## config.mk

```make
export PLATFORM = sky130hd
export DESIGN_NAME = rom_region_loader
export DESIGN_NICKNAME = d
export VERILOG_FILES = /design/src/rtl/system_consts_pkg.sv /design/src/rtl/rom_region_loader.sv
export SDC_FILE = /design/constraint.sdc
export NUM_CORES = 1
export LEC_CHECK = 0
export ABC_AREA = 1
export BUFFER_PORTS_ARGS = -buffer_cell sky130_fd_sc_hd__buf_4
export CAP_MARGIN = 0
export CORE_ASPECT_RATIO = 2
export CORE_MARGIN = 8
export CORE_UTILIZATION = 60
export DETAILED_ROUTE_END_ITERATION = 8
export PLACE_DENSITY = 0.8
export SLEW_MARGIN = 15
export SYNTH_ARGS = -nofsm -noshare
export SYNTH_HDL_FRONTEND = slang
export SYNTH_SLANG_ARGS = --single-unit
```

## constraint.sdc

```tcl
create_clock -name clk -period 3.4 [get_ports clk]
set_input_delay 0.51 -clock clk [delete_from_list [all_inputs] [get_ports clk]]
set_output_delay 0.51 -clock clk [all_outputs]
set_load 0.005 [all_outputs]
```

## src/rtl/system_consts_pkg.sv

```systemverilog
// System-wide constants: ROM load region table and loader state encoding.
package system_consts;

    localparam int unsigned LOAD_REGION_CNT = 9;
    localparam int unsigned LOAD_HDR_BYTES  = 5;

    typedef enum logic [3:0] {
        STORAGE_NONE  = 4'd0,
        STORAGE_SDRAM = 4'd1,
        STORAGE_DDR   = 4'd2,
        STORAGE_BRAM  = 4'd3
    } region_storage_t;

    typedef struct packed {
        logic [31:0]     base_addr;
        region_storage_t storage;
    } region_t;

    localparam region_t LOAD_REGIONS [LOAD_REGION_CNT] = '{
        '{32'h0000_0000, STORAGE_SDRAM},
        '{32'h0090_0000, STORAGE_SDRAM},
        '{32'h3810_0000, STORAGE_DDR},
        '{32'h0000_0000, STORAGE_BRAM},
        '{32'h0000_4000, STORAGE_BRAM},
        '{32'h3800_0000, STORAGE_DDR},
        '{32'h0100_0000, STORAGE_SDRAM},
        '{32'h0000_8000, STORAGE_BRAM},
        '{32'hFFFF_FFFE, STORAGE_DDR}
    };

    typedef enum logic [2:0] {
        IDLE    = 3'd0,
        HDR_IDX = 3'd1,
        HDR_LEN = 3'd2,
        PAYLOAD = 3'd3,
        WRITE   = 3'd4,
        SKIP    = 3'd5
    } loader_state_t;

    // Out-of-table indices return an all-zero region.
    function automatic region_t region_lookup(input logic [7:0] idx);
        region_t r;
        r = '{base_addr: 32'h0, storage: STORAGE_NONE};
        for (int i = 0; i < int'(LOAD_REGION_CNT); i++) begin
            if (idx == 8'(i)) r = LOAD_REGIONS[i];
        end
        return r;
    endfunction

endpackage

```

## src/rtl/rom_region_loader.sv

```systemverilog
// Parses the download byte stream into region records and emits 16-bit ROM writes.
// Optional LOADER_CHECKSUM_EN: 16-bit wrapping sum of payload bytes on `checksum`.
module rom_region_loader
    import system_consts::*;
#(
    parameter int unsigned NUM_REGIONS = LOAD_REGION_CNT
) (
    input  logic        clk,
    input  logic        reset_n,
    input  logic        dl_active,
    input  logic [7:0]  dl_data,
    input  logic        dl_valid,
    output logic        dl_ready,
    output logic        wr_req,
    input  logic        wr_ack,
    output logic [31:0] wr_addr,
    output logic [15:0] wr_data,
    output logic [1:0]  wr_be,
    output logic [3:0]  wr_storage,
    output logic        busy,
    output logic        done,
    output logic        error,
    output logic [15:0] checksum
);

    localparam logic [2:0] ST_IDLE    = 3'(IDLE);
    localparam logic [2:0] ST_HDR_IDX = 3'(HDR_IDX);
    localparam logic [2:0] ST_HDR_LEN = 3'(HDR_LEN);
    localparam logic [2:0] ST_PAYLOAD = 3'(PAYLOAD);
    localparam logic [2:0] ST_WRITE   = 3'(WRITE);
    localparam logic [2:0] ST_SKIP    = 3'(SKIP);

    logic [2:0]  state_q, state_d;
    logic [7:0]  region_q, region_d;
    logic [31:0] len_q, len_d;
    logic [31:0] offset_q, offset_d;
    logic [1:0]  cnt_q, cnt_d;
    logic [7:0]  lo_q, lo_d;
    logic        have_lo_q, have_lo_d;
    logic        drop_q, drop_d;
    logic        act_q;
    logic        ready_q, ready_d;
    logic        req_q, req_d;
    logic [31:0] addr_q, addr_d;
    logic [15:0] data_q, data_d;
    logic [1:0]  be_q, be_d;
    logic [3:0]  stor_q, stor_d;
    logic        busy_q, busy_d;
    logic        done_q, done_d;
    logic        err_q, err_d;

    logic        accept;
    logic        issue;
    logic [31:0] len_full;
    region_t     reg_cur;

    assign accept   = dl_valid & ready_q;
    assign len_full = {dl_data, len_q[31:8]};
    assign reg_cur  = region_lookup(region_q);

    // Next-state and registered-output logic.
    always_comb begin
        state_d   = state_q;
        region_d  = region_q;
        len_d     = len_q;
        offset_d  = offset_q;
        cnt_d     = cnt_q;
        lo_d      = lo_q;
        have_lo_d = have_lo_q;
        drop_d    = drop_q;
        req_d     = req_q;
        addr_d    = addr_q;
        data_d    = data_q;
        be_d      = be_q;
        stor_d    = stor_q;
        done_d    = 1'b0;
        err_d     = err_q;
        issue     = 1'b0;

        case (state_q)
            ST_IDLE: begin
                if (dl_active && !act_q) begin
                    err_d   = 1'b0;
                    state_d = ST_HDR_IDX;
                end
            end
            ST_HDR_IDX: begin
                if (!dl_active) begin
                    done_d  = 1'b1;
                    state_d = ST_IDLE;
                end else if (accept) begin
                    region_d = dl_data;
                    len_d    = '0;
                    cnt_d    = '0;
                    state_d  = ST_HDR_LEN;
                end
            end
            ST_HDR_LEN: begin
                if (!dl_active) begin
                    err_d   = 1'b1;
                    state_d = ST_IDLE;
                end else if (accept) begin
                    len_d = len_full;
                    cnt_d = cnt_q + 2'd1;
                    if (cnt_q == 2'(LOAD_HDR_BYTES - 2)) begin
                        if (len_full == 32'd0) begin
                            state_d = ST_HDR_IDX;
                        end else if (32'(region_q) >= NUM_REGIONS) begin
                            err_d   = 1'b1;
                            state_d = ST_SKIP;
                        end else begin
                            offset_d  = '0;
                            have_lo_d = 1'b0;
                            state_d   = ST_PAYLOAD;
                        end
                    end
                end
            end
            ST_PAYLOAD: begin
                if (!dl_active) begin
                    err_d   = 1'b1;
                    state_d = ST_IDLE;
                end else if (accept) begin
                    len_d = len_q - 32'd1;
                    if (have_lo_q) begin
                        data_d = {dl_data, lo_q};
                        be_d   = 2'b11;
                        issue  = 1'b1;
                    end else if (len_q == 32'd1) begin
                        data_d = {8'h00, dl_data};
                        be_d   = 2'b01;
                        issue  = 1'b1;
                    end else begin
                        lo_d      = dl_data;
                        have_lo_d = 1'b1;
                    end
                end
                if (issue) begin
                    have_lo_d = 1'b0;
                    addr_d    = reg_cur.base_addr + offset_q;
                    stor_d    = reg_cur.storage;
                    req_d     = 1'b1;
                    state_d   = ST_WRITE;
                end
            end
            ST_WRITE: begin
                // A session abort still lets the outstanding write finish.
                if (!dl_active) begin
                    err_d  = 1'b1;
                    drop_d = 1'b1;
                end
                if (wr_ack) begin
                    req_d    = 1'b0;
                    offset_d = offset_q + 32'd2;
                    drop_d   = 1'b0;
                    if (drop_q || !dl_active) state_d = ST_IDLE;
                    else if (len_q == 32'd0)  state_d = ST_HDR_IDX;
                    else                      state_d = ST_PAYLOAD;
                end
            end
            ST_SKIP: begin
                if (!dl_active) begin
                    err_d   = 1'b1;
                    state_d = ST_IDLE;
                end else if (accept) begin
                    len_d = len_q - 32'd1;
                    if (len_q == 32'd1) state_d = ST_HDR_IDX;
                end
            end
            default: state_d = ST_IDLE;
        endcase

        ready_d = (state_d == ST_HDR_IDX) || (state_d == ST_HDR_LEN) ||
                  (state_d == ST_PAYLOAD) || (state_d == ST_SKIP);
        busy_d  = (state_d != ST_IDLE);
    end

    always_ff @(posedge clk or negedge reset_n) begin
        if (!reset_n) begin
            state_q   <= ST_IDLE;
            region_q  <= '0;
            len_q     <= '0;
            offset_q  <= '0;
            cnt_q     <= '0;
            lo_q      <= '0;
            have_lo_q <= 1'b0;
            drop_q    <= 1'b0;
            act_q     <= 1'b0;
            ready_q   <= 1'b0;
            req_q     <= 1'b0;
            addr_q    <= '0;
            data_q    <= '0;
            be_q      <= '0;
            stor_q    <= '0;
            busy_q    <= 1'b0;
            done_q    <= 1'b0;
            err_q     <= 1'b0;
        end else begin
            state_q   <= state_d;
            region_q  <= region_d;
            len_q     <= len_d;
            offset_q  <= offset_d;
            cnt_q     <= cnt_d;
            lo_q      <= lo_d;
            have_lo_q <= have_lo_d;
            drop_q    <= drop_d;
            act_q     <= dl_active;
            ready_q   <= ready_d;
            req_q     <= req_d;
            addr_q    <= addr_d;
            data_q    <= data_d;
            be_q      <= be_d;
            stor_q    <= stor_d;
            busy_q    <= busy_d;
            done_q    <= done_d;
            err_q     <= err_d;
        end
    end

`ifdef LOADER_CHECKSUM_EN
    logic [15:0] csum_q, csum_d;
    logic        csum_clr;
    logic        csum_add;

    assign csum_clr = (state_q == ST_IDLE) && dl_active && !act_q;
    assign csum_add = accept && dl_active &&
                      ((state_q == ST_PAYLOAD) || (state_q == ST_SKIP));

    always_comb begin
        csum_d = csum_q;
        if (csum_clr)      csum_d = '0;
        else if (csum_add) csum_d = csum_q + 16'(dl_data);
    end

    always_ff @(posedge clk or negedge reset_n) begin
        if (!reset_n) csum_q <= '0;
        else          csum_q <= csum_d;
    end

    assign checksum = csum_q;
`else
    assign checksum = 16'h0000;
`endif

    assign dl_ready   = ready_q;
    assign wr_req     = req_q;
    assign wr_addr    = addr_q;
    assign wr_data    = data_q;
    assign wr_be      = be_q;
    assign wr_storage = stor_q;
    assign busy       = busy_q;
    assign done       = done_q;
    assign error      = err_q;

endmodule

```

### Word level (Yosys, flattened, before mapping)

Cells that the tools add are included.

| cells by class | value |
|---|---|
| add/subtract/negate cells | 4 |
| $lt $le $gt $ge | 1 |
| equal/unequal tests | 39 |
| muxes and demuxes | 79 |
| bitwise gates (word level) | 3 |
| reductions and logical operators | 32 |

Operators by type and width:

| kind | number |
|---|---|
| $mux W32 | 12 |
| $mux W36 | 7 |
| $pmux W32 S3 | 1 |
| $logic_not A32 Y1 | 2 |
| $pmux W32 S2 | 1 |
| $mux W3 | 14 |
| $add A32 B2 Y32 const B | 1 |
| $add A32 B32 Y32 | 1 |
| $eq A32 B1 Y1 const B | 1 |
| $eq A8 B3 Y1 const B | 4 |
| $mux W16 | 2 |
| $sub A32 B1 Y32 const B | 1 |
| $mux W1 | 28 |
| $mux W28 | 1 |
| $ne A2 B2 Y1 const B | 11 |
| $reduce_and A7 Y1 | 3 |
| $ne A3 B3 Y1 const B | 6 |
| $pmux W3 S6 | 1 |
| $eq A8 B2 Y1 const B | 2 |
| $mux W2 | 8 |
| $eq A3 B2 Y1 const B | 4 |
| $reduce_and A5 Y1 | 2 |
| $reduce_bool A2 Y1 | 5 |
| $eq A3 B3 Y1 const B | 3 |
| 24 further kinds | 37 |

| storage, ports and cells | value |
|---|---|
| flip-flop bits (word level) | 147 |
| input bits | 13 |
| output and inout bits | 75 |

### Depth between registers and ports, before layout

Gate-level depths: netlist of run 1.

| depth | value |
|---|---|
| word-level depth | 12 |
| gate-level depth with buffers | 20 |
| gate-level depth less buffers | 20 |

### Least setup slack after synthesis of run 1

OpenSTA, ideal clock, no wires.

| timing path | value |
|---|---|
| path kind | reg-to-reg |
| start | reg region_q[7] |
| end | reg addr_q[21] (netlist: wr_addr[21]) |
| setup time | 0.117 ns |
| arrival time | 3.008 ns |
| setup slack | 0.275 ns |
| cell stages (with the launch flop) | 21 |
| clock period less this slack | 3.125 ns |
| cell sequence | dfrtp_1 nor2_1 nand3_1 inv_1 nand4_1 inv_1 ha_1 inv_1 fa_1 inv_1 nand3_1 nand2_1 nand2_1 nand2_1 nand2_1 nand2_1 nand3_1 nand2_1 nand2_1 nand3_1 nand2_1 |

| on the way | value |
|---|---|
| word-level cells in the longest chain between the ends | 10 |
| elaborated cells on any way between the ends | 17 |
| those cells by class | 1 x add/sub; 8 x eq/ne; 8 x mux |

Ends and longest elaborated chain:

| item | line | text |
|---|---|---|
| start: declaration | rom_region_loader.sv:34 | `logic [7:0] region_q, region_d;` |
| start signal: assignment | rom_region_loader.sv:200 | `region_q <= region_d;` |
| $eq A8 B1 Y1 | system_consts_pkg.sv:45 | `if (idx == 8'(i)) r = LOAD_REGIONS[i];` |
| $mux W28 | system_consts_pkg.sv:45 |  |
| $mux W36 (6 in a row) | system_consts_pkg.sv:45 |  |
| $mux W36 (*) | system_consts_pkg.sv:45 |  |
| $add A32 B32 Y32 (*) | rom_region_loader.sv:140 | `addr_d = reg_cur.base_addr + offset_q;` |
| end signal: assignment | rom_region_loader.sv:210 | `addr_q <= addr_d;` |
| end: declaration | rom_region_loader.sv:44 | `logic [31:0] addr_q, addr_d;` |

Every way passes the cells marked *; elsewhere a longest branch is shown, timed or not.
A chain may end at the register's enable or synchronous reset.

### Final worst setup path of run 1

| timing path | value |
|---|---|
| start | reg region_q[7] |
| end | reg addr_q[19] (netlist: wr_addr[19]) |

| on the way | value |
|---|---|
| word-level cells in the longest chain between the ends | 9 |
| elaborated cells on any way between the ends | 15 |
| those cells by class | 1 x add/sub; 7 x eq/ne; 7 x mux |

Ends and longest elaborated chain:

| item | line |
|---|---|
| $eq A8 B2 Y1 | system_consts_pkg.sv:45 |
| $mux W36 (6 in a row) | system_consts_pkg.sv:45 |
| $mux W36 (*) | system_consts_pkg.sv:45 |
| $add A32 B32 Y32 (*) | rom_region_loader.sv:140 |

Marks and branches as above.

==> metrics.yaml, run 1 <==
synth_edf_count: 0
cp_data_arrival_time_ns: 3.48
gr-total-overflow: 0
setup_ws_ns: 0.277
drive_above_1_share: 0.106
synth_top_area_share: 0.364
synthSimpleGateAreaFrac: 0.325
tightestPinTransition_ns: 0.804
final_cell_count_no_fill: 1676
startpoint_type: "flip-flop"
grt_pass1_wl_um: 50400
synth_mux_area_frac: 0.00102
synth_compound_area_frac: 0.134
netlist_instances: 1395
grt_pass1_vias: 9787
period_needed_ns: 3.12
drc: 0
cts_tree: "built"
design.die.area_sq_um: 21000
powerDensity_nw_per_um2: 448
synth_top_flop_cell: "dfrtp_1"
hold_buffers: 0
synthArstFlopShare: 1.00
areaGrowthSynthToFinish_pct: 12.3
max_stage_delay_ns: 0.38
synth-seq-area-share: 0.364
synth_xor_area_frac: 0.0374
synthTopCellsByCount: "nand2_1 (397), nor2_1 (178), dfrtp_1 (143)"
synth_area_leader_cell: "dfrtp_1"
cts_made_buffers: 17
fin_crit_sh: 0.918
synthTopCellsByArea: "dfrtp_1 (36%), nand2_1 (15%), nor2_1 (6.8%)"
path_cells: "nor2_1 -> nand3_1 -> inv_1 -> nand4_1 -> inv_1 -> buf_6 -> ha_1 -> nand2_1 -> nor2_1 -> and2_1 -> nand4_1 -> nand3_1 -> a21oi_1 -> a21oi_1"
cts-resized-gates: 0
cts_sinks: 143
rows: 66
vias: 9721
slew_violations: 0
cts.path.max_buffers: 2
max_freq_ghz: 0.320
whs_ns: 0.135
yosysWarningCount: 0
dpl_cell_area_sq_um: 10400
wl_per_cell_um: 18.8
synth_area_sq_um: 9820
finish.utilization: 0.682
grt_antenna_before_repair: 0
clk_latency_ns: 0.43
io_pins: 88
status: "finished clean"
cts_setup_buffers: 0
start_util: 0.607
max-vdd-ir-drop_mv: 0.427
final.setup_skew_ns: 0.00831
fin_nets: 1511
clkTransAtPathRegs_ns: 0.06
synth_seq_cells: 143
place_inst: 1644
drt_iter0_drc: 516
critPathMaxFanout: 22
avgSynthCellArea_sq_um: 7.04
hp-class: "in2async"
crit_required_ns: 3.76
port_buffers: 68
routed_wl_um: 31500
cp-end-kind: "flip-flop"
setup_viol: 0
grt_setup_unrepaired: "no"
coreArea_sq_um: 16200
fin_area_sq_um: 11000
die_h_um: 197
cts_max_level: 4
path_class: "reg2reg"
total_power_mw: 4.94
drv_cap: 0
clock-root-buffer: "clkbuf_16"
grt_max_degree: 79
diodes: 0
finalHoldViolCount: 0
slew_headroom: 0.463
grtUsageTotal: 0.309
die-width_um: 106
ys_types: 55
pre_cts_ws_ns: 0.325
ant_nets: 0
synthAdderAreaFrac: 0.0504
finalSetupTns_ns: 0
cpMaxStageDelayCell: "dfrtp_1"
gp_congestion: 0.969
dr.pass1.iters: 5
routed_via_density: 5.80
yosysMostFrequentCell: "nand2_1"
synth_top_family_by_area: "simple AND/OR/NAND/NOR gates"
dp_hpwl_um: 23900
leakage_nw: 5.46
==> worst paths after layout <==
kind                        startpoint     endpoint  slack [ns]  depth (start not counted)
min reg2reg                 wr_addr[2]   wr_addr[2]        0.49                          2
max reg2reg                region_q[7]  wr_addr[19]        0.28                         14
min                            reset_n  offset_q[3]        0.13                          1
max                        region_q[7]  wr_addr[19]        0.28                         14
min in group clk             dl_active        act_q        0.27                          1
max in group asynchronous      reset_n  wr_addr[29]        2.45                          2
==> layer usage <==
layer	vias to the layer above	GRT usage	wire length, um
met5	-	0	0
met4	0	0.248	2520
met3	145	0.0353	1310
met2	344	0.582	17200
met1	4576	0.289	10500
li1	4656	-	-
==> area by class of cell <==
| cell class | instances | area [sq um] |
|---|---|---|
| multi-input cells | 1086 | 5460 |
| clock inverters | 12 | 184 |
| fillers | 1461 | 5150 |
| inverters | 133 | 507 |
| clock buffers | 20 | 447 |
| repair buffers | 78 | 606 |
| flip-flops and latches | 143 | 3580 |
| well taps | 204 | 255 |
==> worst max-delay path: cells and delay by family (launching register included) <==
kind | cells | cell delay, ns
buffers and inverters | 3 | 0.54
adders and majority gates | 1 | 0.30
AOI/OAI and AO/OA | 2 | 0.23
DFF | 1 | 0.38
and+or+nand+nor | 8 | 1.59
==> logic make-up (layout without fill, tap and decap cells) <==
family | count (synthesis) | after routing
multiplexers | 1 | 1
adder cells (fa/ha/maj) | 39 | 39
buffers and inverters | 184 | 243
other | 1 | 19
flip-flops | 143 | 143
AO/OA/AOI/OAI | 230 | 230
XOR/XNOR | 42 | 42
AND/OR/NAND/NOR | 755 | 755
==> sequential cells by signal, indices dropped and copies added (netlist names), 2 cells and up <==
signal / flops
cnt_q: 2
len_q: 32
lo_q: 8
offset_q: 31
region_q: 8
state_q: 3
wr_addr: 31
wr_be: 2
wr_data: 16
wr_storage: 2
==> power by group <==
part	switching [mW]	total, mW	internal (mW)
Sequential	0.242	2.11	1.87
Combinational	0.515	0.786	0.270
Clock	0.786	2.04	1.25
Total	1.54	4.94	3.40
==> placed cells by master (no fill, tap or decap), types with 6 or more instances in the layout <==
cell / Yosys / layout
nand2_1: 397 / 397
dfrtp_1: 143 / 143
buf_4: 21 / 75
nand4_1: 21 / 21
nor2_1: 178 / 177
ha_1: 38 / 38
a22oi_1: 15 / 15
nor3_1: 29 / 29
clkbuf_16: 0 / 17
conb_1: 1 / 19
o21ai_1: 25 / 25
xor2_1: 26 / 26
nand3_1: 85 / 85
nor2_2: 11 / 12
a21oi_1: 80 / 79
o22ai_1: 6 / 6
inv_1: 125 / 125
nand3b_1: 7 / 7
o21ai_0: 67 / 67
xnor2_1: 16 / 16
nand2_2: 7 / 7
a31oi_1: 10 / 10
Power figures use the tool's default switching activity.
==> run 2: changes to the inputs <==
==> constraint.sdc (replaced) <==
create_clock -name clk -period 3.9 [get_ports clk]
set_input_delay 0.585 -clock clk [delete_from_list [all_inputs] [get_ports clk]]
set_output_delay 0.585 -clock clk [all_outputs]
set_load 0.005 [all_outputs]
==> run 2 against run 1 <==
Against the previous run:
- final cell count barely moved
- critical path type unchanged
- combinational power fell by 13%
- count of clock-buffer cells in the layout did not move
- sequential cell count did not move
- sequential share of layout area rose by 0.12 points
- design area fell by 0.36%
- hold slack improved by 0.0059 ns
- core utilization fell by 0.25 points
- critical path depth rose by 6
- global-route usage fell by 0.42 points
==> metrics.yaml, run 2 (same netlist as run 1, synthesis figures left out) <==
die-width_um: 106  # unchanged
start_util: 0.607  # unchanged
clk_latency_ns: 0.43  # about the same
ant_nets: 0  # unchanged
leakage_nw: 5.45  # -0.27%
finalSetupTns_ns: 0  # unchanged
slew_violations: 0  # unchanged
power.internal_mw: 2.90  # -15%
gr-total-overflow: 0  # unchanged
hp-class: "in2async"
wl_per_cell_um: 18.6  # -0.95%
grt_setup_unrepaired: "no"
max_freq_ghz: 0.296  # -7.6%
cp-startpoint: "region_q[7]"
cts_setup_buffers: 0  # unchanged
routed_wl_um: 31100  # -1.0%
seqPwrFrac: 0.435  # +0.007
io_pins: 88  # unchanged
dp_hpwl_um: 23600  # -1.2%
drc: 0  # unchanged
cts_max_level: 4  # unchanged
clock-root-buffer: "clkbuf_16"
startpoint_type: "flip-flop"
gp_congestion: 0.977  # +0.83%
p_sw_mw: 1.33  # -14%
fin_nets: 1510  # -0.066%
final_cell_mix: "nand2_1 (397), nor2_1 (177), dfrtp_1 (143)"
path_class: "reg2reg"
clkPwrFrac: 0.403  # -0.010
tightestPinTransition_ns: 0.800  # -0.00410 ns
cp-end-kind: "flip-flop"
grt_max_degree: 82  # +3.8%
p_sw_frac: 0.315  # +0.00306
grt_pass1_wl_um: 49900  # -1.0%
fin_crit_sh: 0.866  # -0.0523
hold_buffers: 0  # unchanged
diodes: 0  # unchanged
crit_required_ns: 4.21  # +0.45 ns
drt_iter0_drc: 528  # +2.3%
cts_sinks: 143  # unchanged
dr.pass1.iters: 5  # unchanged
grtUsageTotal: 0.305  # -0.00419
grt_antenna_before_repair: 0  # unchanged
finalHoldViolCount: 0  # unchanged
fin_area_sq_um: 11000  # -0.36%
clkTransAtPathRegs_ns: 0.06  # about the same
slew_headroom: 0.466  # +0.00274
layout_commonest_cell: "nand2_1"
max-vdd-ir-drop_mv: 0.313  # -27%
rows: 66  # unchanged
cp_data_arrival_time_ns: 3.69  # +0.21 ns
largest_register_ffs: 32  # unchanged
design.die.area_sq_um: 21000  # unchanged
die_h_um: 197  # unchanged
coreArea_sq_um: 16200  # unchanged
final.setup_skew_ns: 0.00671  # -0.00160 ns
critPathMaxFanout: 13  # -41%
cts_made_buffers: 17  # unchanged
setup_viol: 0  # unchanged
cts-resized-gates: 0  # unchanged
reg2reg_from: "region_q[7]"
fillers: 1484  # +1.6%
cts.path.max_buffers: 2  # unchanged
top_register: "len_q"
period_needed_ns: 3.38  # +0.255 ns
status: "finished clean"
combinationalPowerShare: 0.161  # +0.002
grt_pass1_vias: 9966  # +1.8%
cts_tree: "built"
port_buffers: 68  # unchanged
areaGrowthSynthToFinish_pct: 11.9
routed_via_density: 5.82  # +0.31%
drive_above_1_share: 0.105  # -0.00129
powerDensity_nw_per_um2: 385  # -14%
drv_cap: 0  # unchanged
vias: 9745  # +0.25%
dpl_cell_area_sq_um: 10400  # about the same
[run 2: cell types whose count changed in the layout (fill, tap and decap cells not counted), sizes merged]
cell / before / now
buf: 78 / 77
bufinv: 4 / 3
inv: 133 / 134
[run 2: layout make-up]
class / instances / area, sq um / share of cell area
clock inverters: 12 / 159 / 0.0145
well taps: 204 / 255 / 0.0232
repair buffers: 77 / 594 / 0.0541
flip-flops and latches: 143 / 3580 / 0.326
multi-input cells: 1086 / 5450 / 0.496
clock buffers: 20 / 447 / 0.0406
inverters: 133 / 507 / 0.0461
[run 2: worst paths after layout]
check / endpoint / slack [ns] / cells after the start
min reg2reg: wr_be[0] / 0.48 / 1
min: wr_addr[1] / 0.14 / 1
max reg2reg: wr_addr[23] / 0.52 / 20
max in group asynchronous: len_q[9] / 2.89 / 2
min in group clk: act_q / 0.34 / 1
max: wr_addr[23] / 0.52 / 20
[run 2: stage by stage]
step	hold WS (ns)	setup slack, ns	power [mW]	cells	util
final	0.141	0.522	4.23	1675	0.679
after global routing	0.191	0.218	4.40	1675	0.679
after CTS	0.162	0.544	4.23	1675	0.679
after detailed placement	0.461	0.583	2.53	1643	0.642
after global placement	0.454	0.695	2.51	1643	0.642
after floorplan	0.289	0.775	2.30	1413	-
[run 2: routing by layer]
metal | routed length (um) | global-route usage
met3 | 1380 | 0.0484
met5 | 0 | 0
met2 | 17600 | 0.586
met1 | 10300 | 0.276
met4 | 1940 | 0.221
[run 2: power groups by stage]
| stage | sequential (mW) | combinational, mW | clock [mW] |
|---|---|---|---|
| floorplan | 1.79 | 0.509 | 0 |
| global placement | 1.85 | 0.652 | 0 |
| finish | 1.84 | 0.683 | 1.71 |
| detailed placement | 1.85 | 0.673 | 0 |
| global route | 1.85 | 0.779 | 1.77 |
| CTS | 1.83 | 0.678 | 1.72 |
[run 2: worst max-delay path, stage by stage (launching register included)]
cell and delay [ns]:
dfrtp_1 0.38, nor2_1 0.12, nand3_1 0.16, inv_1 0.15, nand4_1 0.11, inv_1 0.39
ha_1 0.26, inv_1 0.06, fa_1 0.41, inv_1 0.13, nand3_1 0.07, nand2_1 0.13
nand2_1 0.06, nand2_1 0.16, nand3_1 0.11, nand2_1 0.19, nand2_1 0.10, nand2_1 0.07
nand2_1 0.05, nand3_1 0.06, nand2_1 0.07
